<file path="config.mk">
export PLATFORM = sky130hd
export DESIGN_NAME = mem_stage
export DESIGN_NICKNAME = d
export VERILOG_FILES = /design/src/rtl/mem_stage_pkg.sv /design/src/rtl/mem_stage_load_extend.sv /design/src/rtl/mem_stage.sv
export SDC_FILE = /design/constraint.sdc
export NUM_CORES = 1
export LEC_CHECK = 0
export CAP_MARGIN = 20
export CORE_ASPECT_RATIO = 1.5
export CORE_MARGIN = 2
export CORE_UTILIZATION = 54
export CTS_BUF_LIST = sky130_fd_sc_hd__clkbuf_8
export DETAILED_ROUTE_END_ITERATION = 12
export PLACE_DENSITY = 0.87
export SYNTH_ARGS = -nofsm -noshare
export SYNTH_HDL_FRONTEND = slang
export SYNTH_SLANG_ARGS = --single-unit
</file>
<file path="constraint.sdc">
create_clock -name clk -period 3.5 [get_ports clk]
set_input_delay 0.7 -clock clk [delete_from_list [all_inputs] [get_ports clk]]
set_output_delay 0.7 -clock clk [all_outputs]
set_load 0.05 [all_outputs]
</file>
<file path="src/rtl/mem_stage_pkg.sv">
// Shared encodings for the memory-access stage: op classes, load/store
// sub-ops, bus widths and the transfer FSM states.
package mem_stage_pkg;

   localparam int OP_W       = 8;
   localparam int SUB_OP_W   = 4;
   localparam int REG_ADDR_W = 5;
   localparam int MEM_BYTE_W = 8;

   localparam logic [OP_W-1:0] EXE_NOP = 8'h00;
   localparam logic [OP_W-1:0] EXE_LB  = 8'h20;
   localparam logic [OP_W-1:0] EXE_SB  = 8'h28;

   localparam logic [SUB_OP_W-1:0] OP_LB  = 4'h0;
   localparam logic [SUB_OP_W-1:0] OP_LH  = 4'h1;
   localparam logic [SUB_OP_W-1:0] OP_LW  = 4'h2;
   localparam logic [SUB_OP_W-1:0] OP_LBU = 4'h4;
   localparam logic [SUB_OP_W-1:0] OP_LHU = 4'h5;
   localparam logic [SUB_OP_W-1:0] OP_SB  = 4'h8;
   localparam logic [SUB_OP_W-1:0] OP_SH  = 4'h9;
   localparam logic [SUB_OP_W-1:0] OP_SW  = 4'hA;

   typedef enum logic [1:0] {
      ST_IDLE   = 2'd0,
      ST_ACCESS = 2'd1,
      ST_DRAIN  = 2'd2,
      ST_DONE   = 2'd3
   } state_e;

   // Index of the final byte of a transfer: 0 for byte, 1 for half, 3 for word.
   function automatic logic [1:0] last_byte_idx(input logic [SUB_OP_W-1:0] sub_op);
      case (sub_op)
         OP_LB, OP_LBU, OP_SB: last_byte_idx = 2'd0;
         OP_LH, OP_LHU, OP_SH: last_byte_idx = 2'd1;
         default:              last_byte_idx = 2'd3;
      endcase
   endfunction

endpackage

</file>
<file path="src/rtl/mem_stage_load_extend.sv">
// Sign/zero extension of an assembled little-endian load word.
module load_extend
   import mem_stage_pkg::*;
(
   input  logic [31:0]         word_i,
   input  logic [SUB_OP_W-1:0] sub_op_i,
   output logic [31:0]         ext_o
);

   always_comb begin
      case (sub_op_i)
         OP_LB:   ext_o = {{24{word_i[7]}}, word_i[7:0]};
         OP_LH:   ext_o = {{16{word_i[15]}}, word_i[15:0]};
         OP_LBU:  ext_o = {24'h000000, word_i[7:0]};
         OP_LHU:  ext_o = {16'h0000, word_i[15:0]};
         default: ext_o = word_i;
      endcase
   end

endmodule

</file>
<file path="src/rtl/mem_stage.sv">
// MEM stage: ALU results pass through; loads/stores are serialised one byte
// per accepted cycle onto an 8-bit port while the pipeline is stalled.
module mem_stage
   import mem_stage_pkg::*;
#(
   parameter int ADDR_WIDTH = 32
) (
   input  logic                  clk,
   input  logic                  rst,
   input  logic [OP_W-1:0]       aluop_i,
   input  logic [SUB_OP_W-1:0]   sub_aluop_i,
   input  logic [31:0]           mem_addr_i,
   input  logic [31:0]           reg2_i,
   input  logic [REG_ADDR_W-1:0] wd_i,
   input  logic                  wreg_i,
   input  logic [31:0]           wdata_i,
   input  logic                  hold_i,
   output logic [REG_ADDR_W-1:0] wd_o,
   output logic                  wreg_o,
   output logic [31:0]           wdata_o,
   output logic                  mem_stall_o,
   output logic [ADDR_WIDTH-1:0] mem_a_o,
   output logic                  mem_wr_o,
   output logic [MEM_BYTE_W-1:0] mem_dout_o,
   input  logic [MEM_BYTE_W-1:0] mem_din_i,
   input  logic                  mem_busy_i
);

   state_e                state_q, state_d;
   logic [ADDR_WIDTH-1:0] addr_q, addr_d;
   logic [31:0]           store_q, store_d;
   logic [SUB_OP_W-1:0]   sub_q, sub_d;
   logic [REG_ADDR_W-1:0] wd_q, wd_d;
   logic                  wreg_q, wreg_d;
   logic                  is_load_q, is_load_d;
   logic [1:0]            idx_q, idx_d;
   logic                  cap_vld_q, cap_vld_d;
   logic [1:0]            cap_idx_q, cap_idx_d;
   logic [31:0]           asm_q, asm_d;
   logic [ADDR_WIDTH-1:0] mem_a_q, mem_a_d;
   logic                  mem_wr_q, mem_wr_d;
   logic [MEM_BYTE_W-1:0] mem_dout_q, mem_dout_d;

   logic        is_load, is_store, is_mem;
   logic [1:0]  idx_nxt;
   logic [31:0] load_ext;

   assign is_load  = (aluop_i == EXE_LB);
   assign is_store = (aluop_i == EXE_SB);
   assign is_mem   = is_load | is_store;
   assign idx_nxt  = idx_q + 2'd1;

   load_extend u_load_extend (
      .word_i   (asm_q),
      .sub_op_i (sub_q),
      .ext_o    (load_ext)
   );

   // NOTE: every variable gets its hold value first so no path leaves it unassigned (no latches).
   always_comb begin
      state_d    = state_q;
      addr_d     = addr_q;
      store_d    = store_q;
      sub_d      = sub_q;
      wd_d       = wd_q;
      wreg_d     = wreg_q;
      is_load_d  = is_load_q;
      idx_d      = idx_q;
      cap_vld_d  = 1'b0;
      cap_idx_d  = cap_idx_q;
      asm_d      = asm_q;
      mem_a_d    = mem_a_q;
      mem_wr_d   = mem_wr_q;
      mem_dout_d = mem_dout_q;

      case (state_q)
         ST_IDLE: begin
            if (is_mem) begin
               addr_d     = mem_addr_i[ADDR_WIDTH-1:0];
               store_d    = reg2_i;
               sub_d      = sub_aluop_i;
               wd_d       = wd_i;
               wreg_d     = wreg_i;
               is_load_d  = is_load;
               idx_d      = 2'd0;
               asm_d      = '0;
               mem_a_d    = mem_addr_i[ADDR_WIDTH-1:0];
               mem_wr_d   = is_store;
               mem_dout_d = reg2_i[7:0];
               state_d    = ST_ACCESS;
            end
         end
         ST_ACCESS: begin
            if (!mem_busy_i) begin
               cap_vld_d = is_load_q;
               cap_idx_d = idx_q;
               if (idx_q == last_byte_idx(sub_q)) begin
                  mem_wr_d = 1'b0;
                  state_d  = is_load_q ? ST_DRAIN : ST_DONE;
               end else begin
                  idx_d      = idx_nxt;
                  mem_a_d    = addr_q + ADDR_WIDTH'(idx_nxt);
                  mem_dout_d = store_q[{idx_nxt, 3'b000} +: 8];
               end
            end
         end
         ST_DRAIN: state_d = ST_DONE;
         ST_DONE: begin
            if (!hold_i) state_d = ST_IDLE;
         end
         default: state_d = ST_IDLE;
      endcase

      // Read data trails its accepted address by one cycle, busy or not.
      if (cap_vld_q) asm_d[{cap_idx_q, 3'b000} +: 8] = mem_din_i;
   end

   // NOTE: sequential state uses non-blocking assignments so all registers update together.
   always_ff @(posedge clk or negedge rst) begin
      if (!rst) begin
         state_q    <= ST_IDLE;
         addr_q     <= '0;
         store_q    <= '0;
         sub_q      <= '0;
         wd_q       <= '0;
         wreg_q     <= 1'b0;
         is_load_q  <= 1'b0;
         idx_q      <= '0;
         cap_vld_q  <= 1'b0;
         cap_idx_q  <= '0;
         asm_q      <= '0;
         mem_a_q    <= '0;
         mem_wr_q   <= 1'b0;
         mem_dout_q <= '0;
      end else begin
         state_q    <= state_d;
         addr_q     <= addr_d;
         store_q    <= store_d;
         sub_q      <= sub_d;
         wd_q       <= wd_d;
         wreg_q     <= wreg_d;
         is_load_q  <= is_load_d;
         idx_q      <= idx_d;
         cap_vld_q  <= cap_vld_d;
         cap_idx_q  <= cap_idx_d;
         asm_q      <= asm_d;
         mem_a_q    <= mem_a_d;
         mem_wr_q   <= mem_wr_d;
         mem_dout_q <= mem_dout_d;
      end
   end

   assign mem_a_o    = mem_a_q;
   assign mem_wr_o   = mem_wr_q;
   assign mem_dout_o = mem_dout_q;

   // Write-back is suppressed while stalled so partial loads never forward.
   always_comb begin
      wd_o        = wd_i;
      wreg_o      = wreg_i;
      wdata_o     = wdata_i;
      mem_stall_o = 1'b0;
      case (state_q)
         ST_IDLE: begin
            if (is_mem) begin
               mem_stall_o = 1'b1;
               wreg_o      = 1'b0;
            end
         end
         ST_ACCESS, ST_DRAIN: begin
            mem_stall_o = 1'b1;
            wreg_o      = 1'b0;
            wd_o        = wd_q;
         end
         ST_DONE: begin
            wd_o    = wd_q;
            wreg_o  = wreg_q;
            wdata_o = is_load_q ? load_ext : wdata_i;
         end
         default: ;
      endcase
      if (!rst) begin
         wd_o        = '0;
         wreg_o      = 1'b0;
         wdata_o     = '0;
         mem_stall_o = 1'b0;
      end
   end

endmodule
</file>
==> results.md <==
* Initial Util at 55.3%
* Post-Syn Nets at 1009
* Reg2reg start: state_q[0]
* Reg2reg setup slack at 0.78 ns
* WP data arrival at 2.41 ns
* Crit. path cell count at 5
* Commonest cells post-synth: 260 x nand2_1, 155 x dfrtp_1, 38 x clkbuf_1
* Full die area at 16000 µm²
* Worst path cell trace: or3_1 > o21ai_1 > a21oi_1 > nor2_1 > buf_12
* P per Cell Area at 595 nW/µm²
* Final WL at 21.9 mm
* Clock buffer depth at 2
* Final period utilization at 88.9%
* Clock transition at path regs at 0.09 ns
* Total CTS buffers at 17
* Ys async rst share at 100%
* Number of global-route vias before repair at 7227
* WL/cell at 17.3 µm
* Worst VDD drop at 0.000596 V
* CTS tree: built
* Ys Warns at 0
* Vias per cell at 5.64
* Yosys reg bits at 155
* Worst Path Required at 2.80 ns
* H-tree levels at 4
* Slew headroom at 52.2%
* Antenna Violating Nets Remaining at 0
* WS Path Type: flop to output pin
* # setup viols final at 0
* Cell row count at 54
* GRT overflow at 0
* CP Buf/Inv Count at 1
* First-pass GRT wire length at 36.5 mm
* Setup ws final at 0.387 ns
* Pre-Repair DR Iteration Count at 5
* Worst slew pin tran at 0.717 ns
* Seq/Total Area, Yosys at 48.0%
* Die Y at 154 µm
* Worst Reg-to-Reg Cells at 6
* Syn Area/Cell at 9.27 µm²
* Final Slew Violations at 0
* Setup_tns at 0 ns
* Place WS at 0.249 ns
* Cts repair resizes at 0
* Clk Latency, worst-skew pair at 0.45 ns
* Initial antenna violation count at 0
* Synth-to-Final Area Change at 36.8%
* Most used DFF post-synth: dfrtp_1
* Synth area leaders: dfrtp_1 48%, nand2_1 12%, a22o_1 3.5%
* Placer Congestion at 0.829
* Synthesized area at 8080 µm²
* Leading area contributor after synthesis: dfrtp_1
* Synth cell types at 51
* Setup bufs post-CTS at 0
* Gate Count Post-Synth at 871
* Port Buf Inserts at 205
* Post-CTS Hold Fix Bufs at 0
* Area share of the leading cell type in the synthesized netlist at 48.0%
* FF-to-FF End: idx_q[1]
* RSZ-0062 raised after global routing: false
* Post-DP HPWL at 15.9 mm
* Status: finished clean
* Clock sink count at 155
* Worst path slowest cell: or3_1
* DR vias at 7150
* EDFF count, synth at 0
* Largest net degree at the start of global routing at 68
* Kind of end point of the critical path: output pin
* Nets at 1197
* Critical path's largest stage delay at 0.53 ns
* Core area at 14600 µm²
* GRT Overall Usage at 28.3%
* Top-count cell post-synth: nand2_1
* IO Count at 206
* Startpoint Class: flop
* Root Buffer: clkbuf_8
* Die W at 104 µm
* Starting DRC count in detailed routing at 478
* Maxcap violations at 0
* Hold Violations, Final at 0
* Crit path max-delay family: simple AND/OR/NAND/NOR gates
* Max Fanout on Critical Path at 9
* DRC viols at 0
* Layout cell share with drive strength beyond 1 at 11.6%
* Fillers at 1014
* ANT cells at 0
* Final worst path period need at 3.11 ns
* Clock Skew at 0.0132 ns
* Min-delay worst type: input pin to asynchronous set/reset pin
* FMAX at 321 MHz
* Leakage at 5.10 nW
## report_power, final
group	leakage (nW)	internal [mW]	switching, mW
Clock	0.218	0.778	0.681
Sequential	2.09	2.09	0.263
Combinational	2.79	1.11	1.65
Total	5.10	3.98	2.59
## sequential cells by signal, summed over array words and instances (netlist names), 4 cells and up
| name | count |
|---|---|
| mem_dout_o | 8 |
| asm_q | 32 |
| wd_q | 5 |
| mem_a_o | 32 |
| sub_q | 4 |
| store_q | 32 |
| addr_q | 32 |
## cell usage in the layout (no fill, tap or decap), drive strengths merged, types with 2 or more instances in the layout
| master | count |
|---|---|
| a31oi | 18 |
| buf | 60 |
| clkbuf | 17 |
| xor2 | 19 |
| and3 | 8 |
| and4b | 2 |
| nand3 | 25 |
| clkdlybuf4s50 | 165 |
| ha | 11 |
| a21o | 3 |
| dfrtp | 155 |
| nand4 | 13 |
| a2bb2oi | 2 |
| nor2b | 8 |
| a21oi | 27 |
| nor3 | 5 |
| and4 | 2 |
| bufinv | 4 |
| mux2 | 14 |
| and2 | 9 |
| mux2i | 16 |
| inv | 13 |
| xnor2 | 11 |
| a21boi | 25 |
| nand2 | 261 |
| a22o | 32 |
| nand4b | 2 |
| nor4 | 3 |
| nor4b | 2 |
| nor2 | 33 |
| a211oi | 2 |
| mux4 | 8 |
| clkinv | 6 |
| clkinvlp | 2 |
| nand2b | 3 |
| nor3b | 17 |
| o21ai | 45 |
| o211ai | 16 |
| or3 | 2 |
## logic make-up after synthesis
family                   count (synthesis)  share of synthesized area [%]
XOR/XNOR                                30                           3.25
AND/OR/NAND/NOR                        396                           22.2
multiplexers                            38                           6.63
AO/OA/AOI/OAI                          174                           14.3
adder cells (fa/ha/maj)                 12                           1.95
buffers and inverters                   66                           3.63
flip-flops                             155                           48.0
## metrics by stage
stage	hold WS [ns]	total power, mW	instance area, µm²	utilization (%)	instances
after global routing	0.197	6.90	11000	75.7	1268
after CTS	0.191	6.60	11000	75.7	1268
after global placement	0.453	5.07	10600	72.7	1236
after floorplan	0.404	4.16	8080	-	871
after detailed placement	0.458	5.14	10600	72.7	1236
final	0.177	6.57	11000	75.7	1268
## how the worst max path moves through the flow
stage	slack, ns	to	start
4_1_cts	0.39	wdata_o[12]	sub_q[0]
5_1_grt	0.25	wdata_o[12]	sub_q[0]
3_5_place_dp	0.25	idx_q[1]	aluop_i[4]
3_3_place_gp	0.29	idx_q[1]	aluop_i[4]
6_report	0.39	wdata_o[12]	sub_q[0]
2_1_floorplan	0.36	wdata_o[27]	state_q[0]
## layer usage
metal	track usage [%]	vias up	wire, µm
li1	-	3375	-
met1	34.3	3453	8790
met2	50.1	268	11400
met3	4.87	54	1040
met4	11.3	0	752
met5	0	-	0
## final cells by class
class	instances	area, µm²	area share (%)
Inverter	10	37.5	0.340
Multi-Input combinational cell	650	3920	35.5
Clock inverter	15	198	1.79
Tap cell	196	245	2.22
Clock buffer	17	234	2.12
Sequential cell	155	3880	35.1
Timing Repair Buffer	225	2530	22.9
Power figures use the tool's default switching activity.
